[src/rtl/bcd_pkg.sv]
// ============================================================================
// Module   : bcd_pkg
// Brief    : Shared types and constants for the N-digit binary-to-BCD converter.
// Revision : 1.0 - initial release
// ============================================================================
`default_nettype none

package bcd_pkg;

   typedef enum logic [1:0] {
      IDLE  = 2'd0,
      SHIFT = 2'd1,
      DONE  = 2'd2
   } state_t;

   localparam int BCD_DIGIT_W = 4;

   // Largest value representable in n decimal digits (10^n - 1).
   function automatic logic [63:0] bcd_max(input int n);
      logic [63:0] r;
      r = 64'd1;
      for (int i = 0; i < n; i++) begin
         r = r * 64'd10;
      end
      return r - 64'd1;
   endfunction

endpackage

`default_nettype wire

[src/rtl/bcd_digit_adj.sv]
// ============================================================================
// Module   : bcd_digit_adj
// Brief    : Double-dabble correction for one BCD digit (add 3 when >= 5).
// Revision : 1.0 - initial release
// ============================================================================
`default_nettype none

module bcd_digit_adj (
   input  logic [3:0] i_digit,
   output logic [3:0] o_digit
);

   assign o_digit = (i_digit >= 4'd5) ? (i_digit + 4'd3) : i_digit;

endmodule

`default_nettype wire

[src/rtl/bcd_ndigit.sv]
// ============================================================================
// Module   : bcd_ndigit
// Brief    : Sequential double-dabble binary-to-BCD converter, one bit per cycle,
//            with saturating overflow. Optional macro BCD_NDIGIT_BLANK_EN adds
//            a leading-zero blank mask output.
// Revision : 1.0 - initial release
// ============================================================================
`default_nettype none

module bcd_ndigit #(
   parameter int WIDTH  = 14,
   parameter int DIGITS = 4
) (
   input  logic                  clk,
   input  logic                  rst,
   input  logic                  start,
   input  logic [WIDTH-1:0]      value,
   output logic [4*DIGITS-1:0]   bcd,
   output logic                  done,
   output logic                  busy,
   output logic                  overflow
`ifdef BCD_NDIGIT_BLANK_EN
  ,output logic [DIGITS-1:0]     blank
`endif
);

   import bcd_pkg::*;

   localparam int              c_aw     = BCD_DIGIT_W * DIGITS;
   localparam int              c_cw     = $clog2(WIDTH + 1);
   localparam logic [c_cw-1:0] c_last   = c_cw'(WIDTH - 1);
   localparam logic [63:0]     c_max    = bcd_max(DIGITS);
   localparam logic [63:0]     c_in_max = (64'd1 << WIDTH) - 64'd1;

   state_t             r_state;
   logic [WIDTH-1:0]   r_sreg;
   logic [c_aw-1:0]    r_acc;
   logic [c_cw-1:0]    r_cnt;
   logic               r_ovf;

   logic [c_aw-1:0]    w_adj;
   logic [c_aw-1:0]    w_acc_next;
   logic [c_aw-1:0]    w_result;
   logic               w_ovf;
   logic               w_accept;
   logic               w_finish;

   generate
      for (genvar i = 0; i < DIGITS; i++) begin : g_adj
         bcd_digit_adj u_adj (
            .i_digit (r_acc[i*BCD_DIGIT_W +: BCD_DIGIT_W]),
            .o_digit (w_adj[i*BCD_DIGIT_W +: BCD_DIGIT_W])
         );
      end

      // When every input value fits in DIGITS digits the comparator is dropped.
      if (c_max >= c_in_max) begin : g_ovf_never
         assign w_ovf = 1'b0;
      end else begin : g_ovf_cmp
         assign w_ovf = (64'(value) > c_max);
      end
   endgenerate

   // Corrected digits shift left, the binary MSB enters at bit 0; the top bit is dropped.
   assign w_acc_next = (w_adj << 1) | c_aw'(r_sreg[WIDTH-1]);
   assign w_result   = r_ovf ? {DIGITS{4'h9}} : w_acc_next;
   assign w_accept   = start && ((r_state == IDLE) || (r_state == DONE));
   assign w_finish   = (r_state == SHIFT) && (r_cnt == c_last);

   assign done = (r_state == DONE);
   assign busy = (r_state == SHIFT);

   always_ff @(posedge clk or posedge rst) begin
      if (rst) begin
         r_state  <= IDLE;
         r_sreg   <= '0;
         r_acc    <= '0;
         r_cnt    <= '0;
         r_ovf    <= 1'b0;
         bcd      <= '0;
         overflow <= 1'b0;
      end else begin
         case (r_state)
            IDLE, DONE: begin
               if (w_accept) begin
                  r_sreg  <= value;
                  r_acc   <= '0;
                  r_cnt   <= '0;
                  r_ovf   <= w_ovf;
                  r_state <= SHIFT;
               end else begin
                  r_state <= IDLE;
               end
            end
            SHIFT: begin
               r_acc  <= w_acc_next;
               r_sreg <= r_sreg << 1;
               r_cnt  <= r_cnt + c_cw'(1);
               if (w_finish) begin
                  r_state  <= DONE;
                  bcd      <= w_result;
                  overflow <= r_ovf;
               end
            end
            default: r_state <= IDLE;
         endcase
      end
   end

`ifdef BCD_NDIGIT_BLANK_EN
   logic [DIGITS-1:0] w_blank;
   logic              w_zero_run;

   // Walk from the top digit down; digit 0 is always shown.
   always_comb begin
      w_blank    = '0;
      w_zero_run = 1'b1;
      for (int i = DIGITS - 1; i >= 1; i--) begin
         w_zero_run = w_zero_run && (w_result[i*BCD_DIGIT_W +: BCD_DIGIT_W] == 4'd0);
         w_blank[i] = w_zero_run;
      end
   end

   always_ff @(posedge clk or posedge rst) begin
      if (rst) begin
         blank <= '0;
      end else if (w_finish) begin
         blank <= w_blank;
      end
   end
`endif

endmodule

`default_nettype wire
[config.mk]
export PLATFORM = sky130hd
export DESIGN_NAME = bcd_ndigit
export DESIGN_NICKNAME = d
export VERILOG_FILES = /design/src/rtl/bcd_pkg.sv /design/src/rtl/bcd_digit_adj.sv /design/src/rtl/bcd_ndigit.sv
export SDC_FILE = /design/constraint.sdc
export NUM_CORES = 1
export LEC_CHECK = 0
export BUFFER_PORTS_ARGS = -buffer_cell sky130_fd_sc_hd__buf_2
export CORE_AREA = 2 2 84 86
export DETAILED_ROUTE_END_ITERATION = 6
export DIE_AREA = 0 0 86 88
export REMOVE_ABC_BUFFERS = 1
export SYNTH_ARGS = -nofsm -noshare
export SYNTH_HDL_FRONTEND = slang
export SYNTH_HIERARCHICAL = 1
export SYNTH_SLANG_ARGS = --single-unit
[constraint.sdc]
create_clock -name clk -period 2.2 [get_ports clk]
set_input_delay 0.22 -clock clk [delete_from_list [all_inputs] [get_ports clk]]
set_output_delay 0.22 -clock clk [all_outputs]
set_load 0.01 [all_outputs]
==> impl_results.html <==
<table>
<tr><th>Metric</th><th>Value</th></tr>
<tr><th colspan="2">Yosys</th></tr>
<tr><td>Warnings, synthesis</td><td>6</td></tr>
<tr><td>Average cell area after synthesis</td><td>10.54 um2</td></tr>
<tr><td>Number of instances in the synthesized netlist</td><td>254</td></tr>
<tr><td>Netlist Area Pre-Place</td><td>0.002678 mm2</td></tr>
<tr><th colspan="2">Place</th></tr>
<tr><td>Final weighted congestion in routability-driven placement</td><td>0.7986</td></tr>
<tr><td>Estimated wirelength of the detail-placed design</td><td>3.557 mm</td></tr>
<tr><td>Number of port buffers</td><td>35</td></tr>
<tr><th colspan="2">Critical path</th></tr>
<tr><td>Data required, critical path</td><td>2390 ps</td></tr>
<tr><td>Worst setup path start</td><td>r_acc[0]</td></tr>
<tr><td>Type of element capturing the critical path</td><td>flip-flop</td></tr>
<tr><td>Kind of critical path</td><td>reg -&gt; reg</td></tr>
<tr><td>CP Launch Type</td><td>flip-flop</td></tr>
<tr><td>Arrival time reported for the critical path endpoint</td><td>1990 ps</td></tr>
<tr><td>Reg2reg start</td><td>r_acc[0]</td></tr>
<tr><td>Maximum fanout encountered on the critical timing path</td><td>5</td></tr>
<tr><th colspan="2">Pwr</th></tr>
<tr><td>Worst IR drop on VDD</td><td>0.5647 mV</td></tr>
<tr><td>Internal cell power</td><td>2.752 mW</td></tr>
<tr><td>Leakage power total</td><td>1.498 nW</td></tr>
<tr><td>Net switching power figure</td><td>1.809 mW</td></tr>
<tr><td>Comb power frac</td><td>45.9%</td></tr>
<tr><td>Clock network fraction of design power</td><td>14.3%</td></tr>
<tr><td>Final Total Pwr</td><td>4.560 mW</td></tr>
<tr><td>Cell area power density</td><td>1512 mW/mm2</td></tr>
<tr><td>Sw Ratio</td><td>39.66%</td></tr>
<tr><td>Fraction of power consumed by sequential logic</td><td>39.8%</td></tr>
<tr><th colspan="2">Finish</th></tr>
<tr><td>Signed area change from the synthesized netlist to the final layout</td><td>12.62%</td></tr>
<tr><td>Final antenna diode count</td><td>0</td></tr>
<tr><td>Fraction of layout instances using a drive strength above 1</td><td>19.51%</td></tr>
<tr><td>Most frequent standard cell in the layout excluding fill and tap cells</td><td>sky130_fd_sc_hd__dfrtp_1</td></tr>
<tr><td>Filler cells</td><td>647</td></tr>
<tr><td>Final layout net count</td><td>313</td></tr>
<tr><td>Most used cells in the layout excluding fill and tap cells</td><td>sky130_fd_sc_hd__dfrtp_1 (54), sky130_fd_sc_hd__buf_2 (35), sky130_fd_sc_hd__a22o_1 (27)</td></tr>
<tr><th colspan="2">Global route</th></tr>
<tr><td>Largest net degree at the start of global routing</td><td>31</td></tr>
<tr><td>Met1 track utilization from global routing</td><td>20.70%</td></tr>
<tr><td>Met3 capacity usage during global routing</td><td>3.487%</td></tr>
<tr><td>Fraction of met2 tracks used by global routing</td><td>24.59%</td></tr>
<tr><td>Vias in the first global route</td><td>1,896</td></tr>
<tr><td>Global-route congestion overflow total</td><td>0</td></tr>
<tr><td>Overall routing resource usage</td><td>15.43%</td></tr>
<tr><td>Global-route wire length before repair</td><td>9.101 mm</td></tr>
<tr><td>Top Usage Layer GRT</td><td>met2</td></tr>
<tr><td>Antenna violations before repair</td><td>0</td></tr>
<tr><th colspan="2">Clocking</th></tr>
<tr><td>Cell at the root of the clock tree</td><td>sky130_fd_sc_hd__clkbuf_8</td></tr>
<tr><td>Clock latency on the worst-skew pair</td><td>300 ps</td></tr>
<tr><td>Clock transition at the register clock pins on the worst setup and hold paths after CTS</td><td>90 ps</td></tr>
<tr><td>Clock Tree Buf Depth</td><td>2</td></tr>
<tr><td>Inserted Clock Buffers</td><td>5</td></tr>
<tr><td>Count of instances resized after the clock tree is built</td><td>0</td></tr>
<tr><td>CTS sink cnt</td><td>54</td></tr>
<tr><td>Htree depth</td><td>2</td></tr>
<tr><td>Number of hold-repair buffers added at the cts stage</td><td>1</td></tr>
<tr><td>Clock tree from TritonCTS</td><td>built</td></tr>
<tr><td># Post-CTS Setup Buffers</td><td>0</td></tr>
<tr><th colspan="2">Timing</th></tr>
<tr><td>Post-route clock period utilization</td><td>81.76%</td></tr>
<tr><td>Worst rel slew slack</td><td>55.54%</td></tr>
<tr><td>Final critical delay including setup and external delays</td><td>1799 ps</td></tr>
<tr><td>Transition time at the pin with the least slew margin</td><td>667.0 ps</td></tr>
<tr><td>Final slew viol count</td><td>0</td></tr>
<tr><td>RSZ-0062 raised after global routing</td><td>false</td></tr>
<tr><td>Final Hold Violating Endpoints</td><td>0</td></tr>
<tr><td>Worst Clk Skew</td><td>6.964 ps</td></tr>
<tr><td>Achievable Freq</td><td>0.5559 GHz</td></tr>
<tr><td>Setup TNS</td><td>0 ps</td></tr>
<tr><td>Final setup vio count</td><td>0</td></tr>
<tr><th colspan="2">Run</th></tr>
<tr><td>Max-cap violations</td><td>0</td></tr>
<tr><th colspan="2">Detailed routing</th></tr>
<tr><td>Total number of vias</td><td>1,965</td></tr>
<tr><td>Routed Antenna Nets</td><td>0</td></tr>
<tr><td>Detailed Routing Iterations Pass 1</td><td>4</td></tr>
<tr><td>Drt initial violations</td><td>53</td></tr>
<tr><td>Wire per inst</td><td>14.44 um</td></tr>
<tr><td>Vias per cell</td><td>5.354</td></tr>
<tr><td>Total length of routed wires</td><td>5.299 mm</td></tr>
<tr><td>Number of design rule violations left after detail routing</td><td>0</td></tr>
<tr><th colspan="2">Floorplanning</th></tr>
<tr><td>Die span in x</td><td>86 um</td></tr>
<tr><td>Height of the die</td><td>88 um</td></tr>
<tr><td>DIE AREA</td><td>0.007568 mm2</td></tr>
<tr><td>CORE AREA</td><td>0.006644 mm2</td></tr>
<tr><td>Number of I/O pins</td><td>36</td></tr>
<tr><td>Total number of placement rows</td><td>30</td></tr>
<tr><td>Effective utilization at floorplan</td><td>40.30%</td></tr>
<tr><th colspan="2">Min path</th></tr>
<tr><td>Min-Delay Path Class</td><td>in -&gt; reg</td></tr>
<tr><td>Hold Crit Start</td><td>value[3]</td></tr>
<tr><th colspan="2">Run status</th></tr>
<tr><td>Status</td><td>finished, final reports clean</td></tr>
</table>
sequential cells by signal, indices dropped and copies added (netlist names):
| register | count |
|---|---|
| bcd | 16 |
| overflow | 1 |
| r_acc | 16 |
| r_cnt | 4 |
| r_ovf | 1 |
| r_sreg | 14 |
| r_state | 2 |
power groups by stage:
stage                     clock network (mW)  registers (mW)  logic [mW]
after floorplan                            0            1.82        1.51
after global placement                     0            1.83        2.07
after detailed placement                   0            1.84        2.11
after CTS                              0.679            1.82        2.12
after global routing                   0.714            1.88        2.37
final                                  0.652            1.81        2.09
final cells by class:
cell class | instances | area, um2 | share of cell area (%)
multi-input combinational | 164 | 1141 | 37.84
inverter | 19 | 73.82 | 2.448
tap | 80 | 100.1 | 3.320
timing repair buffer | 42 | 242.7 | 8.050
clock inverter | 1 | 30.03 | 0.9959
clock buffer | 7 | 76.32 | 2.531
sequential | 54 | 1351 | 44.81
critical path, cell delays in order (launching register included):
cell and delay, ps:
sky130_fd_sc_hd__dfrtp_1 440, sky130_fd_sc_hd__ha_1 210, sky130_fd_sc_hd__nand2b_1 160, sky130_fd_sc_hd__a21oi_2 200
sky130_fd_sc_hd__mux2i_1 250, sky130_fd_sc_hd__inv_1 60, sky130_fd_sc_hd__o41ai_1 370
layer usage:
layer / vias up / part of all wire [%]
li1: 971 / -
met1: 955 / 50
met2: 35 / 45
met3: 4 / 3.6
met4: 0 / 1.0
met5: - / 0
metrics by stage:
stage | std cells | util [%] | setup slack (ps) | hold slack (ps) | cell area, um2
after floorplan | 237 | - | 342.3 | 348.1 | 2566
after global placement | 358 | 43.63 | 453.9 | 303.7 | 2899
after global routing | 367 | 45.39 | 215.2 | 130.4 | 3015
after CTS | 367 | 45.39 | 395.2 | 122.8 | 3015
final | 367 | 45.39 | 401.2 | 133.0 | 3015
after detailed placement | 358 | 43.63 | 416.9 | 308.5 | 2899
final timing paths:
path	endpoint	slack [ps]	cells after the start
setup reg to reg	bcd[2]	400	6
setup / recovery	bcd[2]	400	6
hold reg to reg	r_sreg[9]	480	1
min in group asynchronous	bcd[8]	500	3
hold / removal	r_sreg[3]	130	3
max in group asynchronous	r_ovf	1140	4
(Power assumes the default switching activity.)
